File: src/rtl/uart_tx_buffered_pkg.sv
// Shared definitions for the buffered UART transmitter: FSM encoding,
// default geometry and the tick-counter width helper.
package uart_tx_buffered_pkg;

  typedef enum logic [1:0] {
    IDLE  = 2'b00,
    START = 2'b01,
    DATA  = 2'b10,
    STOP  = 2'b11
  } state_t;

  localparam int DEF_NB_DATA = 8;
  localparam int DEF_S_TICK  = 16;
  localparam int DEF_SB_TICK = 16;
  localparam int DEF_FIFO_W  = 4;
  localparam int DEPTH       = 2 ** DEF_FIFO_W;

  // Width needed to count 0..max(s,sb)-1, never narrower than one bit.
  function automatic int tick_w(input int s, input int sb);
    int m;
    m = (s > sb) ? s : sb;
    return (m > 1) ? $clog2(m) : 1;
  endfunction

  localparam int TICK_W = tick_w(DEF_S_TICK, DEF_SB_TICK);

endpackage

File: src/rtl/uart_tx_buffered_fifo.sv
// Synchronous FIFO feeding the serializer. Occupancy is tracked explicitly so
// full/empty/level all come from one registered count.
module tx_fifo #(
  parameter int NB_DATA = 8,
  parameter int FIFO_W  = 4
) (
  input  logic               clk,
  input  logic               reset,
  input  logic               wr,
  input  logic               rd,
  input  logic [NB_DATA-1:0] w_data,
  output logic [NB_DATA-1:0] r_data,
  output logic               full,
  output logic               empty,
  output logic [FIFO_W:0]    level
);

  localparam int NUM_WORDS = 2 ** FIFO_W;

  logic [NB_DATA-1:0] mem [NUM_WORDS];
  logic [FIFO_W-1:0]  wr_ptr;
  logic [FIFO_W-1:0]  rd_ptr;
  logic [FIFO_W:0]    count;
  logic               wr_ok;
  logic               rd_ok;

  assign wr_ok = wr & ~full;
  assign rd_ok = rd & ~empty;

  // NOTE: the storage array has no reset; only pointers and count decide
  // which entries are valid, and a reset-free array maps onto plain RAM.
  always_ff @(posedge clk) begin
    if (wr_ok) mem[wr_ptr] <= w_data;
  end

  always_ff @(posedge clk or negedge reset) begin
    if (!reset) begin
      wr_ptr <= '0;
      rd_ptr <= '0;
      count  <= '0;
    end else begin
      if (wr_ok) wr_ptr <= wr_ptr + 1'b1;
      if (rd_ok) rd_ptr <= rd_ptr + 1'b1;
      case ({wr_ok, rd_ok})
        2'b10:   count <= count + 1'b1;
        2'b01:   count <= count - 1'b1;
        default: count <= count;
      endcase
    end
  end

  // count never exceeds NUM_WORDS, so its top bit alone marks full.
  assign full   = count[FIFO_W];
  assign empty  = (count == '0);
  assign level  = count;
  assign r_data = mem[rd_ptr];

endmodule

File: src/rtl/uart_tx_buffered.sv
// Buffered 8N1 UART transmitter: producer writes into tx_fifo, a 16x
// oversampled serializer drains it and sends frames back-to-back.
module uart_tx_buffered
  import uart_tx_buffered_pkg::*;
#(
  parameter int NB_DATA = DEF_NB_DATA,
  parameter int S_TICK  = DEF_S_TICK,
  parameter int SB_TICK = DEF_SB_TICK,
  parameter int FIFO_W  = DEF_FIFO_W
) (
  input  logic               clk,
  input  logic               reset,
  input  logic               s_tick,
  input  logic               wr,
  input  logic [NB_DATA-1:0] w_data,
  output logic               full,
  output logic               empty,
  output logic [FIFO_W:0]    level,
  output logic               overflow,
  output logic               tx_busy,
  output logic               tx_done_tick,
  output logic               tx_serial
);

  localparam int T_W  = tick_w(S_TICK, SB_TICK);
  localparam int N_W  = (NB_DATA > 1) ? $clog2(NB_DATA) : 1;
  localparam logic [T_W-1:0] S_LAST  = T_W'(S_TICK - 1);
  localparam logic [T_W-1:0] SB_LAST = T_W'(SB_TICK - 1);
  localparam logic [N_W-1:0] N_LAST  = N_W'(NB_DATA - 1);

  state_t             state, state_next;
  logic [T_W-1:0]     t, t_next;
  logic [N_W-1:0]     n, n_next;
  logic [NB_DATA-1:0] b, b_next;
  logic               tx_reg, tx_next;
  logic               overflow_reg;
  logic               fifo_rd;
  logic [NB_DATA-1:0] fifo_data;

  tx_fifo #(
    .NB_DATA(NB_DATA),
    .FIFO_W (FIFO_W)
  ) u_fifo (
    .clk   (clk),
    .reset (reset),
    .wr    (wr),
    .rd    (fifo_rd),
    .w_data(w_data),
    .r_data(fifo_data),
    .full  (full),
    .empty (empty),
    .level (level)
  );

  // NOTE: non-blocking assignments here so every register updates from
  // pre-edge values regardless of statement order.
  always_ff @(posedge clk or negedge reset) begin
    if (!reset) begin
      state        <= IDLE;
      t            <= '0;
      n            <= '0;
      b            <= '0;
      tx_reg       <= 1'b1;
      overflow_reg <= 1'b0;
    end else begin
      state        <= state_next;
      t            <= t_next;
      n            <= n_next;
      b            <= b_next;
      tx_reg       <= tx_next;
      overflow_reg <= wr & full;
    end
  end

  // NOTE: every output of this block gets a default first, so no path can
  // leave one unassigned and infer a latch.
  always_comb begin
    state_next   = state;
    t_next       = t;
    n_next       = n;
    b_next       = b;
    fifo_rd      = 1'b0;
    tx_done_tick = 1'b0;
    case (state)
      IDLE: begin
        if (!empty) begin
          fifo_rd    = 1'b1;
          b_next     = fifo_data;
          t_next     = '0;
          state_next = START;
        end
      end
      START: begin
        if (s_tick) begin
          if (t == S_LAST) begin
            t_next     = '0;
            n_next     = '0;
            state_next = DATA;
          end else begin
            t_next = t + 1'b1;
          end
        end
      end
      DATA: begin
        if (s_tick) begin
          if (t == S_LAST) begin
            t_next = '0;
            b_next = b >> 1;
            if (n == N_LAST) state_next = STOP;
            else             n_next     = n + 1'b1;
          end else begin
            t_next = t + 1'b1;
          end
        end
      end
      STOP: begin
        if (s_tick) begin
          if (t == SB_LAST) begin
            tx_done_tick = 1'b1;
            state_next   = IDLE;
          end else begin
            t_next = t + 1'b1;
          end
        end
      end
      default: state_next = IDLE;
    endcase

    // Line level follows the state being entered so tx_serial stays registered
    // yet changes on the same edge as the state.
    case (state_next)
      START:   tx_next = 1'b0;
      DATA:    tx_next = b_next[0];
      default: tx_next = 1'b1;
    endcase
  end

  assign tx_serial = tx_reg;
  assign overflow  = overflow_reg;
  assign tx_busy   = (state != IDLE);

endmodule

File: config.mk
export PLATFORM = sky130hd
export DESIGN_NAME = uart_tx_buffered
export DESIGN_NICKNAME = d
export VERILOG_FILES = /design/src/rtl/uart_tx_buffered_pkg.sv /design/src/rtl/uart_tx_buffered_fifo.sv /design/src/rtl/uart_tx_buffered.sv
export SDC_FILE = /design/constraint.sdc
export NUM_CORES = 1
export LEC_CHECK = 0
export CORE_UTILIZATION = 49
export CTS_CLUSTER_SIZE = 28
export DETAILED_ROUTE_END_ITERATION = 7
export DONT_BUFFER_PORTS = 1
export PLACE_DENSITY = 0.7
export SLEW_MARGIN = 25
export SYNTH_ARGS = -nofsm -noshare
export SYNTH_HDL_FRONTEND = slang
export SYNTH_HIERARCHICAL = 1
export SYNTH_SLANG_ARGS = --single-unit
File: constraint.sdc
create_clock -name clk -period 8.9 [get_ports clk]
set_input_delay 1.78 -clock clk [delete_from_list [all_inputs] [get_ports clk]]
set_output_delay 1.78 -clock clk [all_outputs]
set_load 0.02 [all_outputs]
; Word-level counts from Yosys, hierarchy flattened
; Memory sizes are Yosys's and may differ from the RTL's.
; Cells that the tools add are included.
[word_totals]
regBits = 32
mem_bits_rw = 128
inputBits = 12
out_inout_bits = 11
elab_cells = 84
memories = 1
[classes]
n_addsub = 6
n_eq_ne = 18
muxes = 34
n_bitwise = 5
reduce_logical = 10
[mem_list]
columns = name, words, word_bits, read_ports, rd_ports_with_merged_regs, wr, line
row1 = u_fifo.mem, 16, 8, 1, 0, 1, uart_tx_buffered_fifo.sv:20  ; logic [NB_DATA-1:0] mem [NUM_WORDS];
[op_table]
columns = cell, n
row1 = $mux W8, 3
row2 = $mux W4, 5
row3 = $mux W2, 8
row4 = $ne A2 B2 Y1 const B, 8
row5 = $pmux W8 S2, 1
row6 = $mux W3, 5
row7 = $add A4 B1 Y4 const B, 3
row8 = $pmux W4 S3, 1
row9 = $pmux W5 S2, 1
row10 = $eq A2 B2 Y1 const B, 4
row11 = $pmux W2 S4, 1
row12 = $reduce_and A4 Y1, 2
row13 = $reduce_bool A2 Y1, 4
row14 = $mux W1, 7
row15 = $eq A2 B1 Y1 const B, 3
row16 = $pmux W3 S2, 1
row17 = $reduce_and A6 Y1, 1
row18 = $add A5 B1 Y5 const B, 1
row19 = $logic_not A5 Y1, 1
row20 = $sub A5 B1 Y5 const B, 1
row21 = $eq A4 B4 Y1 const B, 1
row22 = $add A3 B1 Y3 const B, 1
row23 = $and A1 B1 Y1, 3
row24 = $eq A3 B3 Y1 const B, 1
row25 = other kinds (5), 6

; Logic depth before layout (Yosys ltp)
; Gate-level depths: netlist (run 1).
[depth]
depth_word = 7
ltp_mapped = 15
depth_no_buf = 13

; Cells and area by module
; The synthesis (run 1) kept the hierarchy.
[by_module_without_submodules]
columns = mod, instances, cells_each, area_each_um2, seq_area_each_um2
row1 = tx_fifo, 1, 328, 5758.0, 4169.0
row2 = uart_tx_buffered, 1, 110, 1069.8, 476.7

; Worst setup path before layout (run 1)
; OpenSTA, ideal clock, no wires.
[synth_timing]
kind = input-to-output
startpoint = input port s_tick
endpoint = output port tx_done_tick
arrival_time_ps = 2302
slack_ps = 4818
path_stages = 3
path_buffers = 1
cell_sequence = and4_1 buf_2 and2_1
[synth_via]
elab_chain_len = 2
[synth_lines]
columns = item, line
row1 = start: declaration, uart_tx_buffered.sv:13  ; input logic s_tick,
row2 = $mux W1, uart_tx_buffered.sv:117  ; if (s_tick) begin
row3 = $mux W1, uart_tx_buffered.sv:84  ; case (state)
row4 = end: declaration, uart_tx_buffered.sv:21  ; output logic tx_done_tick,
; No other way between the ends.

; Final worst setup path (run 1)
; Ends and elaborated chain as after synthesis.

==> reports/results.ini, run 1 <==
[synth]
synth-main-ff-cell=edfxtp_1
yosysTopAreaCell=edfxtp_1
synthCells=438
synth_warnings=6
synth_top_area_share_pct=56.29
synth_area_um2=6828
ys_ff_latch=160
synth_edf_count=128
yosysSeqAreaShare_pct=68.04
synthTopCellsByArea=edfxtp_1 (56%), dfrtp_1 (11%), mux4_2 (5.3%), mux2i_1 (3.8%), ha_1 (2.9%)
async_reset_ff_share_pct=20.00
synth_nets=467
synthDistinctLibCells=49
syn_avg_cell_area_um2=15.59

[cts]
cts_buffers=17
hold_buffers=0
cts_tree=done
htree_levels=4
root_buffer=clkbuf_16
cts_resized=0
cts.sinks=160
clockBufferDepth=2
clkTransAtPathRegs_ns=0.06
post_cts_buffers=0
clock_latency_ns=0.42

[global_routing]
grt-ovfl-total=0
grt_max_degree=39
track_usage_pct=19.75
grt_pass1_wl_um=20640
first_global_vias=3660
antenna_found_initial=0

[routing]
dr.first_iter.drc_count=241
drt_pass1_iterations=5
wirelength_um=12750
ant_nets=0
detailroute.via_count=3581
viasPerCell=5.730
drc=0
drt-wirelength-per-cell_um=20.40

[finish]
nets=466
final_cell_area_um2=7517
num-fill-cells=1020
multi_input_area_um2=2007
regMostFlops=u_fifo/mem
antenna_cells=0
drive_above_1_share_pct=13.81
largest_reg_flops=128
regArea_um2=4647
area_growth_pct=10.10
final_cells=625

[status]
outcome=complete, no violations

[setup_path]
worstPathCellList=and4_1 -> and2_1
critPathSlowestCell=and4_1
critical-path-top-delay-family=simple AND/OR/NAND/NOR gates
critPathLaunch=s_tick
cp-start-kind=input port
worstSetupPathType=in2out
worstSetupEndpointType=output port
cp_num_buf_inv=0
r2r-start=state[1]$_DFF_PN0_
critPathArrivalTime_ns=2.40
cp.required_ns=7.12
path_max_fanout=8
slowest_delay_ns=0.33

[power]
p_leak_nw=2.696
peakVddDrop_v=0.0001598
power_density_nw_per_um2=327.1
power_mw=2.459

[placement]
place_area_um2=6942
io_buffers=0
hpwl_um=8193
dp_cells=594
gp_congestion=0.7759

[sta]
slew_headroom_pct=37.08
grt_setup_unrepaired=no
skew_ns=0.008134
whs_ns=0.5187
post-route-min-period_ns=4.182
setup_tns_ns=0
final-setup-viol-count=0
slew_viol_final=0
fin_crit_sh_pct=46.99
worst_pin_slew_ns=0.9438
timing.fmax_ghz=0.2391
hold_violations=0

[floorplanning]
fp.dieW_um=120.0
ios=23
fp-row-count=42
die_area_um2=14410
fp.dieH_um=120.0
core_area_um2=13400
initial_utilization_pct=50.95

[worst_hold_path]
min_from=t[0]$_DFFE_PN0P_
hp-class=reg2reg

[run]
max_cap_viol_count=0

[power by group]
part | total (mW) | switching (mW) | leakage (nW) | internal, mW
Clock | 0.709 | 0.275 | 0.272 | 0.434
Sequential | 1.05 | 0.137 | 1.55 | 0.912
Combinational | 0.701 | 0.385 | 0.876 | 0.316
Total | 2.46 | 0.798 | 2.70 | 1.66
[through the flow]
stage | utilization, % | worst slack [ns]
2_1_floorplan | - | 4.818
3_3_place_gp | 51.80 | 4.737
3_5_place_dp | 51.80 | 4.729
4_1_cts | 56.10 | 4.729
5_1_grt | 56.10 | 4.623
6_report | 56.10 | 4.718
[cells by family after synthesis]
group,synth area share [%]
AO/OA/AOI/OAI,8.137
XOR/XNOR,1.283
adder cells (fa/ha/maj),3.225
buffers and inverters,2.565
flip-flops,68.04
multiplexers,10.79
AND/OR/NAND/NOR,5.956
[layout make-up]
cell class	instances	share of cell area (%)
sequential	160	61.82
inverter	14	0.6991
clock inverter	13	1.947
multi-input combinational	242	26.70
clock buffer	18	5.709
tap	176	2.929
timing repair buffer	2	0.1997
[synth_stat cells, types with 2 or more instances]
library cell  count
mux2i_1          26
dfrtp_1          31
a22o_1            3
inv_1            14
mux2_2            9
a21o_1            4
a22oi_1          15
nor2_1           10
a21oi_1          21
o21ai_0          26
or4_1             2
ha_1             16
edfxtp_1        128
nor3b_1           2
nand4_1           3
nor2b_1           4
a221oi_1          8
nand3_1           3
a32oi_1           2
nor3_1            3
buf_2             5
clkbuf_1          8
nand2_1          23
xnor2_1           7
buf_4             6
mux4_2           16
xor2_1            3
and2_1           19
[path summary, 6_finish.rpt]
kind	to	slack (ns)	depth (start not counted)
worst max-delay path	tx_done_tick	4.72	2
worst min-delay path	t[0]$_DFFE_PN0P_	0.52	1
worst max register to register	u_fifo/level[4]$_DFFE_PN0P_	4.97	13
worst min register to register	t[0]$_DFFE_PN0P_	0.52	1
max in group asynchronous	tx_serial$_DFF_PN1_	7.69	0
min in group asynchronous	n[1]$_DFFE_PN0P_	1.04	0
[layer usage]
| metal | vias up | global-route usage (%) | routed length [um] |
|---|---|---|---|
| li1 | 1672 | - | - |
| met1 | 1807 | 26.44 | 5734 |
| met2 | 87 | 31.03 | 6246 |
| met3 | 15 | 4.848 | 574 |
| met4 | 0 | 7.969 | 192 |
| met5 | - | 0 | 0 |
[placed cells by master (no fill, tap or decap), types with 3 or more instances in the layout]
cell type	count
edfxtp_1	128
dfrtp_1	30
o21ai_0	26
mux2i_1	26
nand2_1	23
a21oi_1	21
and2_1	19
clkbuf_16	17
ha_1	16
mux4_2	16
a22oi_1	15
inv_1	14
nor2_1	10
mux2_2	9
a221oi_1	8
xnor2_1	7
a21o_1	4
clkinv_1	4
nor2b_1	4
nor3_1	3
nand4_1	3
a22o_1	3
nand3_1	3
bufinv_16	3
clkinvlp_4	3
xor2_1	3
(Power assumes the default switching activity.)
==> run 2, diff against run 1 <==
Settings changed: ABC_AREA set to 1.
Clock period 8.9 ns to 4 ns, I/O delays scaled along.
==> run 2 against run 1 <==
  * Routed wire length is 15% higher
  * Design area is 7.3% higher
  * Sequential share of layout area is 4.2 points lower
  * Global-route usage is 0.83 points higher
  * Worst setup slack worse by 3.9 ns
  * Sequential power is 110% higher
  * Cell count is 50% higher
  * Worst hold slack worse by 0.46 ns
  * Highest routed layer unchanged
==> reports/results.ini, run 2 <==
[finish]
final_cells=939
layout_commonest_cell=nand2_1
area_growth_pct=11.00
regMostFlops=u_fifo/mem
largest_reg_flops=128
antenna_cells=0
regArea_um2=4647
nets=771
layout_common_cells=nand2_1 (269), edfxtp_1 (128), inv_1 (82)
final_cell_area_um2=8068
num-fill-cells=1210
drive_above_1_share_pct=6.093
final_core_util_pct=55.72
multi_input_area_um2=2153

[routing]
ant_nets=0
viasPerCell=5.145
detailroute.via_count=4831
dr.first_iter.drc_count=408
drt_pass1_iterations=5
drt-wirelength-per-cell_um=15.61
drc=0
wirelength_um=14660

[sta]
skew_ns=0.009715
slew_headroom_pct=40.20
hold_violations=0
slew_viol_final=0
fin_crit_sh_pct=79.58
whs_ns=0.06357
setup_tns_ns=0
final-setup-viol-count=0
worst_pin_slew_ns=0.8970
post-route-min-period_ns=3.183
timing.fmax_ghz=0.3142
setup_ws_ns=0.8168
grt_setup_unrepaired=no

[placement]
gp_congestion=0.8012
io_buffers=0
pre_cts_ws_ns=0.8958
place_area_um2=7377
hpwl_um=9423
dp_cells=907

[setup_path]
rrSetupSlack_ns=0.82
critPathArrivalTime_ns=3.51
cp.required_ns=4.32
worstSetupPathType=reg2reg
cp-start-kind=flip-flop
worstRegToRegCells=17
path_max_fanout=10
worstSetupEndpointType=flip-flop
r2r-start=u_fifo/level[4]$_DFFE_PN0P_
r2r_end=u_fifo/level[4]$_DFFE_PN0P_

[cts]
clkTransAtPathRegs_ns=0.06
post_cts_buffers=0
cts_tree=done
hold_buffers=0
clockBufferDepth=2
htree_levels=4
root_buffer=clkbuf_16
cts.sinks=160
clock_latency_ns=0.43
cts_buffers=17
cts_resized=0

[synth]
syn_avg_cell_area_um2=9.756
synthTopCellsByArea=edfxtp_1 (53%), nand2_1 (14%), dfrtp_1 (11%), inv_1 (4.2%), nand3_1 (4.1%)
synth_warnings=6
yosysTopAreaCell=edfxtp_1
synth_nets=774
yosys-top-cells-count=nand2_1 (269), edfxtp_1 (128), inv_1 (82), nor2_1 (78), nand3_1 (60)
synthDistinctLibCells=33
async_reset_ff_share_pct=20.00
synth_area_um2=7268
yosysMostFrequentCell=nand2_1
synth_edf_count=128
synth_top_area_share_pct=52.88
ys_ff_latch=160
yosysSeqAreaShare_pct=63.92
synth-main-ff-cell=edfxtp_1
synthCells=745

[power]
p_clk_share_pct=31.1
swShare_pct=35.85
power_mw=5.972
peakVddDrop_v=0.0004466
power_density_nw_per_um2=740.2
combPwrFrac_pct=31.6
pwr-share-seq_pct=37.3
p_int_mw=3.831
p_switching_mw=2.141
p_leak_nw=3.505

[global_routing]
first_global_vias=4402
grt-ovfl-total=0
grt_max_degree=82
track_usage_pct=20.58
antenna_found_initial=0
grt_pass1_wl_um=22740

[floorplanning]
core_area_um2=14480
ios=23
die_area_um2=15320
fp.dieH_um=123.8
fp.dieW_um=123.8
initial_utilization_pct=50.20
fp-row-count=44

[worst_hold_path]
hp-class=in2async

[run]
max_cap_viol_count=0

[status]
outcome=complete, no violations

run 2: cell types whose count changed in the layout (fill, tap and decap cells not counted), moves of 9 or more:
cell / before / now
nand2_1: 23 / 269
inv_1: 14 / 82
nor2_1: 10 / 78
nand3_1: 3 / 60
mux2i_1: 26 / 1
a21oi_1: 21 / 2
and2_1: 19 / 0
mux4_2: 16 / 0
o21ai_0: 26 / 14
mux2_2: 9 / 0
run 2: power groups by stage:
stage	Combinational [mW]	Sequential, mW	Clock (mW)
detailed placement	1.86	2.26	0
global route	2.13	2.25	1.94
CTS	1.87	2.23	1.89
floorplan	1.48	2.20	0
finish	1.89	2.23	1.86
global placement	1.78	2.25	0
run 2: worst max-delay path, stage by stage (launching register included):
cell and delay (ns):
dfrtp_1 0.63, inv_1 0.16, nand4_1 0.16, inv_1 0.17, nor2_4 0.29, nand2_1 0.20, inv_1 0.15, ha_1 0.26
inv_1 0.10, fa_1 0.39, inv_1 0.11, nand2_1 0.09, nand2_1 0.09, nand2_1 0.06, nand2_1 0.05, nand2_1 0.06
nand2_1 0.05, nand2_1 0.05
run 2: worst max-delay path by stage:
stage | from | end | slack [ns] | cells past startpoint
2_1_floorplan | u_fifo/level[4]$_DFFE_PN0P_ | u_fifo/level[4]$_DFFE_PN0P_ | 1.52 | 17
3_3_place_gp | u_fifo/level[4]$_DFFE_PN0P_ | u_fifo/level[4]$_DFFE_PN0P_ | 1.12 | 17
3_5_place_dp | u_fifo/level[4]$_DFFE_PN0P_ | u_fifo/level[4]$_DFFE_PN0P_ | 0.90 | 17
4_1_cts | u_fifo/level[4]$_DFFE_PN0P_ | u_fifo/level[4]$_DFFE_PN0P_ | 0.90 | 17
5_1_grt | u_fifo/level[4]$_DFFE_PN0P_ | u_fifo/level[4]$_DFFE_PN0P_ | 0.53 | 17
6_report | u_fifo/level[4]$_DFFE_PN0P_ | u_fifo/level[4]$_DFFE_PN0P_ | 0.82 | 17
run 2: cell type report:
class                   instances  share of cell area [%]
flip-flops and latches        160                   57.60
multi-input cells             473                   26.69
inverters                      88                   4.110
clock buffers                  17                   5.273
well taps                     184                   2.854
clock inverters                15                   3.288
repair buffers                  2                  0.1861
run 2: logic make-up after synthesis:
group | synth area share (%)
AOI/OAI and AO/OA | 2.376
xor gates and xnor gates | 0.9641
adders and majority gates | 3.030
buffers and inverters | 6.455
DFF | 63.92
muxes | 0.1377
and+or+nand+nor | 23.12
run 2: routing by layer:
| metal | global-route usage (%) | wire, um | vias to the layer above |
|---|---|---|---|
| met5 | 0 | 0 | - |
| met4 | 8.735 | 296 | 0 |
| met3 | 5.128 | 985 | 19 |
| met2 | 30.45 | 6863 | 158 |
| met1 | 28.88 | 6514 | 2264 |
| li1 | - | - | 2390 |
